===== src/rtl/wb_port_arbiter_pkg.sv =====
// Shared types and constants for the register-file writeback port arbiter.
// Includes the 3-to-8 decoder cell used to build the word-line select.
package wb_port_arbiter_pkg;

  localparam int NUM_REQ_MAX = 8;
  localparam int REG_ZERO    = 0;

  typedef logic [2:0] req_idx_t;

  localparam req_idx_t WB_SRC_ALU    = 3'd0;
  localparam req_idx_t WB_SRC_LOAD   = 3'd1;
  localparam req_idx_t WB_SRC_MULDIV = 3'd2;
  localparam req_idx_t WB_SRC_CSR    = 3'd3;

  // 3-to-8 decoder cell with enable; cascaded to decode wider addresses.
  function automatic logic [7:0] dec3to8(input logic [2:0] a, input logic en);
    logic [7:0] y;
    y = 8'b0000_0000;
    if (en) begin
      y = 8'b0000_0001 << a;
    end else begin
      y = 8'b0000_0000;
    end
    return y;
  endfunction

endpackage


===== src/rtl/wb_port_arbiter_rr_pick.sv =====
// Combinational round-robin picker: first set request at or after ptr_i,
// wrapping modulo NUM_REQ.
module wb_port_arbiter_rr_pick
  import wb_port_arbiter_pkg::*;
#(
  parameter int NUM_REQ = 4
) (
  input  logic [NUM_REQ-1:0] req_i,
  input  req_idx_t           ptr_i,
  output logic [NUM_REQ-1:0] gnt_o,
  output req_idx_t           idx_o,
  output logic               any_o
);

  logic [2*NUM_REQ-1:0] dbl_s;
  logic [NUM_REQ-1:0]   rot_s;
  int                   sum_s;

  // Rotate so bit j of rot_s is requester (ptr+j) mod NUM_REQ; lowest j wins.
  always_comb begin
    dbl_s = {req_i, req_i} >> ptr_i;
    rot_s = dbl_s[NUM_REQ-1:0];
    any_o = 1'b0;
    sum_s = 0;
    for (int j = NUM_REQ - 1; j >= 0; j--) begin
      if (rot_s[j]) begin
        any_o = 1'b1;
        sum_s = int'(ptr_i) + j;
      end else begin
        any_o = any_o;
      end
    end
    if (sum_s >= NUM_REQ) begin
      sum_s = sum_s - NUM_REQ;
    end else begin
      sum_s = sum_s;
    end
    idx_o = req_idx_t'(sum_s);
    gnt_o = '0;
    for (int i = 0; i < NUM_REQ; i++) begin
      gnt_o[i] = any_o && (idx_o == req_idx_t'(i));
    end
  end

endmodule


===== src/rtl/wb_port_arbiter.sv =====
// Round-robin arbiter sharing the register file's single write port among
// several writeback sources; registered write with one-hot word-line select.
module wb_port_arbiter
  import wb_port_arbiter_pkg::*;
#(
  parameter int NUM_REQ = 4,
  parameter int ADDR_W  = 5,
  parameter int DATA_W  = 32
) (
  input  logic                      clock,
  input  logic                      reset,
  input  logic                      hold,
  input  logic [NUM_REQ-1:0]        req_valid,
  input  logic [NUM_REQ*ADDR_W-1:0] req_addr,
  input  logic [NUM_REQ*DATA_W-1:0] req_data,
  output logic [NUM_REQ-1:0]        req_ready,
  output logic                      wr_en,
  output logic [ADDR_W-1:0]         wr_addr,
  output logic [DATA_W-1:0]         wr_data,
  output logic [2**ADDR_W-1:0]      wr_sel,
  output logic [2:0]                wr_src
);

  localparam int NUM_WL = 2**ADDR_W;

  if (NUM_REQ < 2 || NUM_REQ > NUM_REQ_MAX) begin : g_bad_num_req
    $error("wb_port_arbiter: NUM_REQ out of range");
  end

  req_idx_t            ptr_q, ptr_d;
  logic                wr_en_q, wr_en_d;
  logic [ADDR_W-1:0]   wr_addr_q, wr_addr_d;
  logic [DATA_W-1:0]   wr_data_q, wr_data_d;
  logic [NUM_WL-1:0]   wr_sel_q, wr_sel_d;
  req_idx_t            wr_src_q, wr_src_d;

  logic [NUM_REQ-1:0]  pick_gnt_s;
  req_idx_t            pick_idx_s;
  logic                pick_any_s;
  logic                xfer_s;
  logic                addr_nz_s;
  logic [ADDR_W-1:0]   sel_addr_s;
  logic [DATA_W-1:0]   sel_data_s;
  logic [NUM_WL-1:0]   sel_dec_s;

  wb_port_arbiter_rr_pick #(
    .NUM_REQ (NUM_REQ)
  ) u_pick (
    .req_i (req_valid),
    .ptr_i (ptr_q),
    .gnt_o (pick_gnt_s),
    .idx_o (pick_idx_s),
    .any_o (pick_any_s)
  );

  assign req_ready = (reset || hold) ? '0 : pick_gnt_s;
  assign xfer_s    = pick_any_s && !reset && !hold;

  // One-hot grant makes an AND-OR mux sufficient for address and data.
  always_comb begin
    sel_addr_s = '0;
    sel_data_s = '0;
    for (int i = 0; i < NUM_REQ; i++) begin
      sel_addr_s = sel_addr_s | (pick_gnt_s[i] ? req_addr[i*ADDR_W +: ADDR_W] : '0);
      sel_data_s = sel_data_s | (pick_gnt_s[i] ? req_data[i*DATA_W +: DATA_W] : '0);
    end
  end

  assign addr_nz_s = (sel_addr_s != ADDR_W'(REG_ZERO));

  if (ADDR_W == 5) begin : g_dec_cells
    // Four 3-to-8 cells, each enabled by one value of the upper two bits.
    always_comb begin
      sel_dec_s = '0;
      for (int h = 0; h < 4; h++) begin
        sel_dec_s[8*h +: 8] = dec3to8(sel_addr_s[2:0], sel_addr_s[4:3] == 2'(h));
      end
    end
  end else begin : g_dec_generic
    // Fallback shift decoder for address widths without a cell mapping.
    always_comb begin
      sel_dec_s = {{(NUM_WL-1){1'b0}}, 1'b1} << sel_addr_s;
    end
  end

  // Next state: idle cycles drop the write strobe but keep address/data/source.
  always_comb begin
    ptr_d     = ptr_q;
    wr_en_d   = 1'b0;
    wr_sel_d  = '0;
    wr_addr_d = wr_addr_q;
    wr_data_d = wr_data_q;
    wr_src_d  = wr_src_q;
    if (xfer_s) begin
      ptr_d     = (pick_idx_s == req_idx_t'(NUM_REQ - 1)) ? 3'd0 : pick_idx_s + 3'd1;
      wr_en_d   = addr_nz_s;
      wr_sel_d  = addr_nz_s ? sel_dec_s : '0;
      wr_addr_d = sel_addr_s;
      wr_data_d = sel_data_s;
      wr_src_d  = pick_idx_s;
    end else begin
      ptr_d = ptr_q;
    end
  end

  // Pointer and output register stage.
  always_ff @(posedge clock) begin
    if (reset) begin
      ptr_q     <= 3'd0;
      wr_en_q   <= 1'b0;
      wr_addr_q <= '0;
      wr_data_q <= '0;
      wr_sel_q  <= '0;
      wr_src_q  <= 3'd0;
    end else begin
      ptr_q     <= ptr_d;
      wr_en_q   <= wr_en_d;
      wr_addr_q <= wr_addr_d;
      wr_data_q <= wr_data_d;
      wr_sel_q  <= wr_sel_d;
      wr_src_q  <= wr_src_d;
    end
  end

  assign wr_en   = wr_en_q;
  assign wr_addr = wr_addr_q;
  assign wr_data = wr_data_q;
  assign wr_sel  = wr_sel_q;
  assign wr_src  = wr_src_q;

endmodule


===== config.mk =====
export PLATFORM = sky130hd
export DESIGN_NAME = wb_port_arbiter
export DESIGN_NICKNAME = d
export VERILOG_FILES = /design/src/rtl/wb_port_arbiter_pkg.sv /design/src/rtl/wb_port_arbiter_rr_pick.sv /design/src/rtl/wb_port_arbiter.sv
export SDC_FILE = /design/constraint.sdc
export NUM_CORES = 1
export LEC_CHECK = 0
export BUFFER_PORTS_ARGS = -buffer_cell sky130_fd_sc_hd__clkbuf_2
export CAP_MARGIN = 20
export CORE_UTILIZATION = 47
export CTS_CLUSTER_DIAMETER = 100
export DETAILED_ROUTE_END_ITERATION = 10
export PLACE_DENSITY = 0.93
export RECOVER_POWER = 50
export SYNTH_ARGS = -nofsm -noshare
export SYNTH_HDL_FRONTEND = slang
export SYNTH_HIERARCHICAL = 1
export SYNTH_SLANG_ARGS = --single-unit

===== constraint.sdc =====
create_clock -name clock -period 6.7 [get_ports clock]
set_input_delay 1.005 -clock clock [delete_from_list [all_inputs] [get_ports clock]]
set_output_delay 1.005 -clock clock [all_outputs]
set_load 0.05 [all_outputs]

# == After elaboration in Yosys (flattened, before gate mapping) ==
# Index checks and enable logic that the tools add are counted.
# W data, S select, Z words.
# op_classes
n_shift,2
n_addsub,5
eq_ne,6
n_reduce_logical,17
bitwise_logic,12
muxes,19
order_cmp,1
# op_table
cell,count
$mux W32,8
$or A32 B32 Y32,3
$ge A32 B4 Y1 const B,1
$mux W5,4
$reduce_or A4 Y1,4
$or A5 B5 Y5,3
$add A3 B2 Y4 const B,2
$shl A1 B3 Y8 const A,1
$shr A8 B3 Y4,1
$eq A3 B2 Y1 const B,2
$logic_and A1 B1 Y1,6
$mux W3,2
$not A1 Y1,6
$reduce_bool A5 Y1,1
$add A3 B1 Y4 const B,1
$eq A2 B2 Y1 const B,2
$mux W1,4
$mux W4,1
$add A3 B1 Y3 const B,1
$eq A3 B1 Y1 const B,1
$logic_not A3 Y1,1
$sub A3 B3 Y3 const B,1
$eq A2 B1 Y1 const B,1
$logic_not A1 Y1,2
3 further kinds,3
# totals
register_bits,76
input_bits,155
output_inout_bits,77

# == Longest topological paths before layout ==
# Gate-level depths: netlist of the first run.
# depth
depth_word,16
depth_mapped,14
depth_no_buf,11

# == Modules after synthesis ==
# The synthesis of the first run kept the hierarchy.
# by_module_without_submodules
module,instances,seq_area_each_um2,area_each_um2,cells_each
wb_port_arbiter,1,1521.5,3185.6,332
wb_port_arbiter_rr_pick,1,0.0,570.5,67

# == Worst setup path after synthesis of the first run ==
# No wires, ideal clock.
# synth_path
kind,input to output
startpoint,input port req_valid[0]
endpoint,output port req_ready[0]
required_time_ns,5.695
stages,9
t_arrival_ns,3.567
setup_slack_ns,2.128
n_path_buf,2
cell_sequence,nor2b_1 -> mux4_2 -> o21bai_1 -> a22oi_2 -> inv_2 -> nor4_1 -> buf_1 -> clkbuf_1 -> and2_1
# synth_via
elab_chain_cells,10
# synth_lines
item,line_no,source
from (decl),wb_port_arbiter.sv:13,"input logic [NUM_REQ-1:0] req_valid,"
$shr A8 B3 Y4 *,wb_port_arbiter_rr_pick.sv:21,"dbl_s = {req_i, req_i} >> ptr_i;"
$mux W32 (3 in a row),wb_port_arbiter_rr_pick.sv:26,if (rot_s[j]) begin
$mux W32 *,wb_port_arbiter_rr_pick.sv:26,
$ge A32 B4 Y1 or $sub A3 B3 Y3 (tied branches),"wb_port_arbiter_rr_pick.sv:33, wb_port_arbiter_rr_pick.sv:34",
$mux W3 *,wb_port_arbiter_rr_pick.sv:33,if (sum_s >= NUM_REQ) begin
via pick_idx_s[0],wb_port_arbiter.sv:38,req_idx_t pick_idx_s;
$logic_not A3 Y1 *,wb_port_arbiter_rr_pick.sv:41,gnt_o[i] = any_o && (idx_o == req_idx_t'(i));
$logic_and A1 B1 Y1 *,wb_port_arbiter_rr_pick.sv:41,
via pick_gnt_s[0],wb_port_arbiter.sv:37,logic [NUM_REQ-1:0] pick_gnt_s;
$mux W4 *,wb_port_arbiter.sv:56,assign req_ready = (reset || hold) ? '0 : pick_gnt_s;
to (decl),wb_port_arbiter.sv:16,"output logic [NUM_REQ-1:0] req_ready,"
# Mark *: on every way through the listed nets, which the timed path passes. The rest lies on a longest branch.

# == Final worst setup path of the first run ==
# layout_path
startpoint,register ptr_q[0]
endpoint,"register wr_data_q[21], in the netlist wr_data[21]"
# layout_lines
item,line_no,source
from (decl),wb_port_arbiter.sv:30,"req_idx_t ptr_q, ptr_d;"
from (signal assigned),wb_port_arbiter.sv:116,ptr_q <= ptr_d;
$shr A8 B3 Y4 *,wb_port_arbiter_rr_pick.sv:21,
$mux W1 (3 in a row),wb_port_arbiter_rr_pick.sv:26,
$mux W1 *,wb_port_arbiter_rr_pick.sv:26,
via pick_any_s,wb_port_arbiter.sv:39,logic pick_any_s;
$logic_and A1 B1 Y1,wb_port_arbiter_rr_pick.sv:41,
$mux W32,wb_port_arbiter.sv:65,sel_data_s = sel_data_s | (pick_gnt_s[i] ? req_data[i*DATA_W +: DATA_W] : '0);
$or A32 B32 Y32 (3 in a row),wb_port_arbiter.sv:65,
to (signal assigned),wb_port_arbiter.sv:119,wr_data_q <= wr_data_d;
to (decl),wb_port_arbiter.sv:33,"logic [DATA_W-1:0] wr_data_q, wr_data_d;"
# Marked as above.
# A chain may end at the register's enable or synchronous reset.

==> run metrics, run 1 <==
status=complete, but fails checks; failing checks=max-capacitance violations, max-slew violations; drt first pass iters=5; Die Span Y=~91 microns; Comb pwr share=45.5%; switching power=0.751 mW; sequential share of power=32.0%; Seq cells post-synth=76; CTS Root Cell=clkbuf_8; vias=just over 4000; critical path peak fanout=78; CP Data Required Time=around 6.8 ns; post-synth top area share=40.5%; # rows=32; peak supply drop=0.000149 V; Layout Nets=770; DR vias/cell=5.74; # fillers=663; Syn Nets=559; mean post-synth cell area=9.41 sq um; crit path time final=about 5.3 ns; IO Port Bufs=231; Max Fclk=189 MHz; leading area contributor after synthesis=dfxtp_1; Setup TNS Final=0 ns; utilization after layout=~65%; gpl congestion=~0.98; final hold violations=0; cts hold-fix bufs=0; Top cell by count, worst path=nor3_1; Yosys warnings=6; pin count of the biggest net entering global routing=79; WL/cell=16.9 microns; Max Root-Sink Buffers=2; unrepaired setup endpoints after global routing=no; die area=~8400 sq um; Starting Density=roughly 49%; CP max-delay cell=clkbuf_1; Slew headroom=-86.9%; Worst Tran Pin Value=2.80 ns; ranking of synthesized cells by area=dfxtp_1 41%, a22o_1 8.4%, nand3b_1 7.8%; Commonest cells post-synth=76 x dfxtp_1, 39 x nand3b_1, 36 x a22o_1, 36 x o21ai_0, 32 x a221oi_1; Cells after Synth=399; mapped cell area=3760 sq um; postcts setup bufs=0; DRT Wirelength=12.1 mm; Slew Viols, Final=79; Post-Synth Adder-Cell Area=1.67%; proportion of synthesized area in mux cells=2.43%; Num CTS Buffers=9; Iteration-0 DRC Markers=~330; compound-gate portion of the synthesized area=28.0%; vias in the first global route=about 3700; sequential area share after synthesis=40.5%; CP peak stage delay=between 1.5 and 2 ns; Cell Chain, Critical Path=nor3b_1 > nor3_1 > o311ai_0 > nor3_1 > inv_1 > or3b_2 > clkbuf_1 > o21ai_0; die width=~90 microns; cell leakage power=around 2.1 nW; TritonCTS clock tree=done; ys async rst share=0%; Internal Power=approximately 1 mW; antenna violations before repair=0; CTS H-tree depth=3; class of the worst hold path=reg -> reg; clock-pin slew on the worst setup and hold paths=around 0.080 ns; I/O Pins=232; worst skew pair latency=~0.34 ns; Tcrit/Tclk final=79.0%; switching share of total power=43.6%; Synth Area in XOR/XNOR=0.466%; final antenna-violating net count=0; Worst Path Arrival=5.38 ns; max_cap viols=1; P&R area growth vs syn=34.0%; final clock skew=0.00462 ns; TritonCTS Sinks=76; Residual DRC=0; layout cell share with drive strength beyond 1=33.7%; critical path type=reg -> reg; grt ovf=0; Clk pwr share=22.6%; CTS resizes=0; largest family of logic cells by synthesized area=compound AO/OA/AOI/OAI gates; simple-gate area share of the yosys netlist=20.8%; Core Region=7730 sq um; ys flop type=dfxtp_1; # diodes=0; first-pass GRT wire length=around 18 mm; critical path endpoint category=flip-flop; number of flops mapped to enable cells by yosys=0; pwr dens=between 300 and 400 nW/um^2; Final setup viols=0; gr usage total=28.0%; HPWL Detailed=around 9 mm; Worst Setup Start Kind=flip-flop; Yosys cell types=58; top-count cell post-synth=dfxtp_1
-- metrics by stage --
step | area [sq um] | power (mW) | worst slack, ns | hold slack [ns] | std cells
final | 5030 | 1.72 | 1.41 | 0.484 | 717
after global routing | 5030 | 1.81 | 0.916 | 0.521 | 717
after CTS | 5130 | 1.74 | 1.95 | 0.480 | 717
after detailed placement | 4910 | 1.35 | 2.05 | 0.465 | 701
after global placement | 4910 | 1.33 | 2.31 | 0.462 | 701
after floorplan | 3760 | 1.15 | 2.13 | 0.477 | 399
-- cell type report --
| class | instances | area [sq um] | area share (%) |
|---|---|---|---|
| inverter | 7 | 28.8 | 0.572 |
| clock inverter | 7 | 98.8 | 1.96 |
| tap | 102 | 128 | 2.54 |
| multi-input combinational | 280 | 2030 | 40.4 |
| timing repair buffer | 236 | 1100 | 21.8 |
| sequential | 76 | 1520 | 30.2 |
| clock buffer | 9 | 124 | 2.46 |
-- cell families (layout without fill, tap and decap cells) --
| family | count (synthesis) | count (layout) |
|---|---|---|
| AOI/OAI and AO/OA | 136 | 136 |
| xor gates and xnor gates | 2 | 2 |
| adders and majority gates | 5 | 5 |
| buffers and inverters | 43 | 259 |
| DFF | 76 | 76 |
| muxes | 6 | 6 |
| other | 1 | 1 |
| and+or+nand+nor | 130 | 130 |
-- cells in the final DEF (no fill, tap or decap), types with 4 or more instances in the layout --
cell / n
dfxtp_1: 76
and2_1: 6
clkbuf_1: 74
clkbuf_8: 9
clkbuf_2: 158
nor4_2: 4
a221oi_2: 4
a22o_1: 36
nor3_1: 4
inv_1: 4
nand3b_1: 39
nand2_1: 14
o21ai_0: 36
nand3_1: 11
ha_1: 5
a21oi_1: 4
nor2_1: 29
buf_4: 4
nor2_2: 8
a221oi_1: 32
-- per-layer routing --
layer  track usage, %  up-vias  part of all wire [%]
met4             11.9        0                   2.8
met1             32.6     1908                    40
li1                 -     1945                     -
met3             5.78       29                   7.6
met2             49.4      233                    50
met5                0        -                     0
-- sequential cells by signal, summed over array words and instances, names as in the netlist --
register,flops
ptr_q,3
wr_addr,5
wr_en,1
wr_sel,32
wr_src,3
wr_data,32
-- final timing paths --
check	startpoint	slack [ns]	endpoint	depth (start not counted)
hold / removal	wr_src[0]$_SDFFE_PP0P_	0.48	wr_src[0]$_SDFFE_PP0P_	2
hold reg to reg	wr_src[0]$_SDFFE_PP0P_	0.48	wr_src[0]$_SDFFE_PP0P_	2
setup / recovery	ptr_q[0]$_SDFFE_PP0P_	1.41	wr_data[21]$_SDFFE_PP0P_	8
setup reg to reg	ptr_q[0]$_SDFFE_PP0P_	1.41	wr_data[21]$_SDFFE_PP0P_	8
-- worst max-delay path: cells and delay by family (launching register included) --
family	cells	cell delay (ns)
AOI/OAI and AO/OA	2	0.64
buffers and inverters	2	2.08
DFF	1	0.80
and+or+nand+nor	4	1.47
-- power groups by stage --
| stage | logic (mW) | clock network (mW) | registers [mW] |
|---|---|---|---|
| floorplan | 0.395 | 0 | 0.753 |
| global placement | 0.769 | 0 | 0.556 |
| detailed placement | 0.788 | 0 | 0.560 |
| CTS | 0.793 | 0.392 | 0.550 |
| global route | 0.838 | 0.414 | 0.557 |
| finish | 0.783 | 0.389 | 0.550 |
No activity file was read; power rests on OpenSTA's default activity.
==> run 2: changes to the inputs <==
--- a/config.mk
+++ b/config.mk
@@ -7,10 +7,10 @@
 export LEC_CHECK = 0
 export BUFFER_PORTS_ARGS = -buffer_cell sky130_fd_sc_hd__clkbuf_2
 export CAP_MARGIN = 20
-export CORE_UTILIZATION = 47
+export CORE_UTILIZATION = 39
 export CTS_CLUSTER_DIAMETER = 100
 export DETAILED_ROUTE_END_ITERATION = 10
-export PLACE_DENSITY = 0.93
+export PLACE_DENSITY = 0.83
 export RECOVER_POWER = 50
 export SYNTH_ARGS = -nofsm -noshare
 export SYNTH_HDL_FRONTEND = slang
==> constraint.sdc (replaced) <==
create_clock -name clock -period 4.55 [get_ports clock]
set_input_delay 0.6825 -clock clock [delete_from_list [all_inputs] [get_ports clock]]
set_output_delay 0.6825 -clock clock [all_outputs]
set_load 0.05 [all_outputs]
==> run 2 against run 1 <==
  * The flow now finishes without violations
  * Worst setup slack lost 0.90 ns
  * Hold slack better by 0.0024 ns
  * Sequential power grew 48%
  * Register-to-register slack got worse by 0.56 ns
  * Final area up 1.9%
  * First-iteration DRC count down 45%
  * Clock skew increased by 0.0080 ns
  * Via count is 1.3% lower
  * Critical path depth up 1
  * Global-route usage is 4.7 points lower
  * Wire length rose by 0.12%
  * Sequential cell count unchanged
  * Highest routed layer unchanged
==> run metrics, run 2 (synthesis gave the netlist of run 1 again) <==
die area=10000 sq um (+20%); # diodes=0 (unchanged); CTS H-tree depth=3 (unchanged); first-pass GRT wire length=18.1 mm (-0.94%); # rows=35 (+9.4%); TritonCTS clock tree=done; final worst slack=0.509 ns (-0.899 ns); final clock skew=0.0126 ns (+0.00798 ns); CP max-delay cell=dfxtp_2; I/O Pins=232 (unchanged); GR Layer Usage met2=42.6% (-6.9 points); Num CTS Buffers=9 (unchanged); CP Data Required Time=3.87 ns (-2.92 ns); critical path endpoint category=output pin; drt first pass iters=4 (-1); cell leakage power=2.17 nW (+1.8%); Buf+Inv Stages, Crit Path=3 (+1); Worst Path Arrival=3.36 ns (-2.02 ns); DR vias/cell=5.43 (-5.4%); layout cell share with drive strength beyond 1=34.4% (+0.75 points); dpl ws=0.566 ns (-1.49 ns); switching share of total power=42.6% (-1.0 points); peak supply drop=0.000254 V (+71%); commonest non-fill, non-tap cell in the layout=clkbuf_2; gpl congestion=0.884 (-10%); die width=100 microns (+9.6%); gr busiest metal=met2; final hold violations=0 (unchanged); Worst Setup Start Kind=flip-flop; Cell Chain, Critical Path=mux2_4 > nand2_1 > o311ai_0 > a31oi_1 > inv_1 > nor4_2 > buf_4 > and2_1 > clkbuf_2; vias in the first global route=3692 (+0.054%); TritonCTS Sinks=76 (unchanged); P&R area growth vs syn=36.6%; Setup TNS Final=0 ns (unchanged); CP peak stage delay=0.59 ns (-1.38 ns); status=complete, no violations; Max Fclk=247 MHz; Starting Density=40.5% (-8.1 points); HPWL Detailed=9.30 mm (+3.1%); sequential share of power=31.1% (-0.9 points); IO Port Bufs=231 (unchanged); gr usage total=23.3% (-4.7 points); class of the worst hold path=reg -> reg; antenna violations before repair=0 (unchanged); vias=4061 (-1.3%); WL/cell=16.2 microns (-4.0%); Layout Nets=774 (+0.52%); Tcrit/Tclk final=88.8%; Slew Viols, Final=0 (-100%); Die Span Y=100 microns (+9.6%); crit-path leading delay family=buffers and inverters; DRT Wirelength=12.1 mm (+0.12%); met3 capacity usage during global routing=5.71% (-0.069 points); Iteration-0 DRC Markers=179 (-45%); unrepaired setup endpoints after global routing=no; Slew headroom=40.7% (+130 points); switching power=1.11 mW (+48%); grt met1 use=26.4% (-6.2 points); commonest non-fill, non-tap cells in the layout=158 x clkbuf_2, 74 x dfxtp_1, 73 x clkbuf_1, 39 x nand3b_1; Clk pwr share=24.4% (+1.8 points); worst skew pair latency=0.35 ns (about the same); pin count of the biggest net entering global routing=46 (-42%); clock-pin slew on the worst setup and hold paths=0.09 ns (about the same); critical path peak fanout=40 (-49%); utilization after layout=55.3% (-9.9 points); grt ovf=0 (unchanged); crit path time final=about 4.0 ns; Worst Tran Pin Value=0.883 ns (-1.92 ns); pwr dens=509 nW/um^2 (+49%); Residual DRC=0 (unchanged); final antenna-violating net count=0 (unchanged); CTS Root Cell=clkbuf_8; Comb pwr share=44.5% (-1.0 points); Max Root-Sink Buffers=2 (unchanged); max_cap viols=0 (-1); Internal Power=1.50 mW (+54%); Core Region=9280 sq um (+20%); Final setup viols=0 (unchanged); postcts setup bufs=0 (unchanged); Power Total=2.61 mW (+52%); critical path type=reg -> out
[run 2: area by class of cell]
type | count | area [sq um]
multi-input cells | 280 | 2040
repair buffers | 240 | 1130
well taps | 129 | 161
inverters | 7 | 28.8
clock inverters | 7 | 124
flip-flops and latches | 76 | 1520
fillers | 922 | 4150
clock buffers | 9 | 124
[run 2: metrics by stage]
step           instance area [sq um]  instances  hold slack, ns
6_report                        5130        748           0.486
2_1_floorplan                   3760        399           0.477
3_3_place_gp                    4970        732           0.470
5_1_grt                         5130        748           0.500
4_1_cts                         5220        748           0.488
3_5_place_dp                    4970        732           0.472
[run 2: per-layer routing]
layer | part of all wire (%) | routed length [microns]
met1 | 40 | 4900
met2 | 51 | 6200
met3 | 6.2 | 750
met4 | 2.4 | 286
met5 | 0 | 0
[run 2: worst reg2reg max path, cell delays in order, from the launching register on]
cell and delay [ns]:
dfxtp_2 0.59, mux2_4 0.37, nand2_1 0.12, o311ai_0 0.19, nor3_1 0.77, nor4_2 0.06, buf_4 0.29, a22o_1 0.30
a221oi_2 0.37, nand3_1 0.37, nor2_1 0.22
[run 2: power by group through the flow]
stage          logic [mW]  registers (mW)  clock network, mW
5_1_grt              1.25           0.824              0.679
2_1_floorplan       0.582            1.11                  0
3_3_place_gp         1.16           0.823                  0
4_1_cts              1.18           0.811              0.650
3_5_place_dp         1.18           0.827                  0
6_report             1.16           0.812              0.637
[run 2: repair_timing]
item,CTS,global route
hold buffers,0,0
setup endpoints to repair,0,2
resized for setup,0,3
[run 2: final timing paths]
| path | slack [ns] | from | end | cells after the start |
|---|---|---|---|---|
| worst min-delay path | 0.49 | wr_src[1]$_SDFFE_PP0P_ | wr_src[1]$_SDFFE_PP0P_ | 2 |
| worst max register to register | 0.85 | ptr_q[0]$_SDFFE_PP0P_ | wr_sel[4]$_SDFF_PP0_ | 10 |
| worst max-delay path | 0.51 | ptr_q[0]$_SDFFE_PP0P_ | req_ready[0] | 9 |
| worst min register to register | 0.49 | wr_src[1]$_SDFFE_PP0P_ | wr_src[1]$_SDFFE_PP0P_ | 2 |
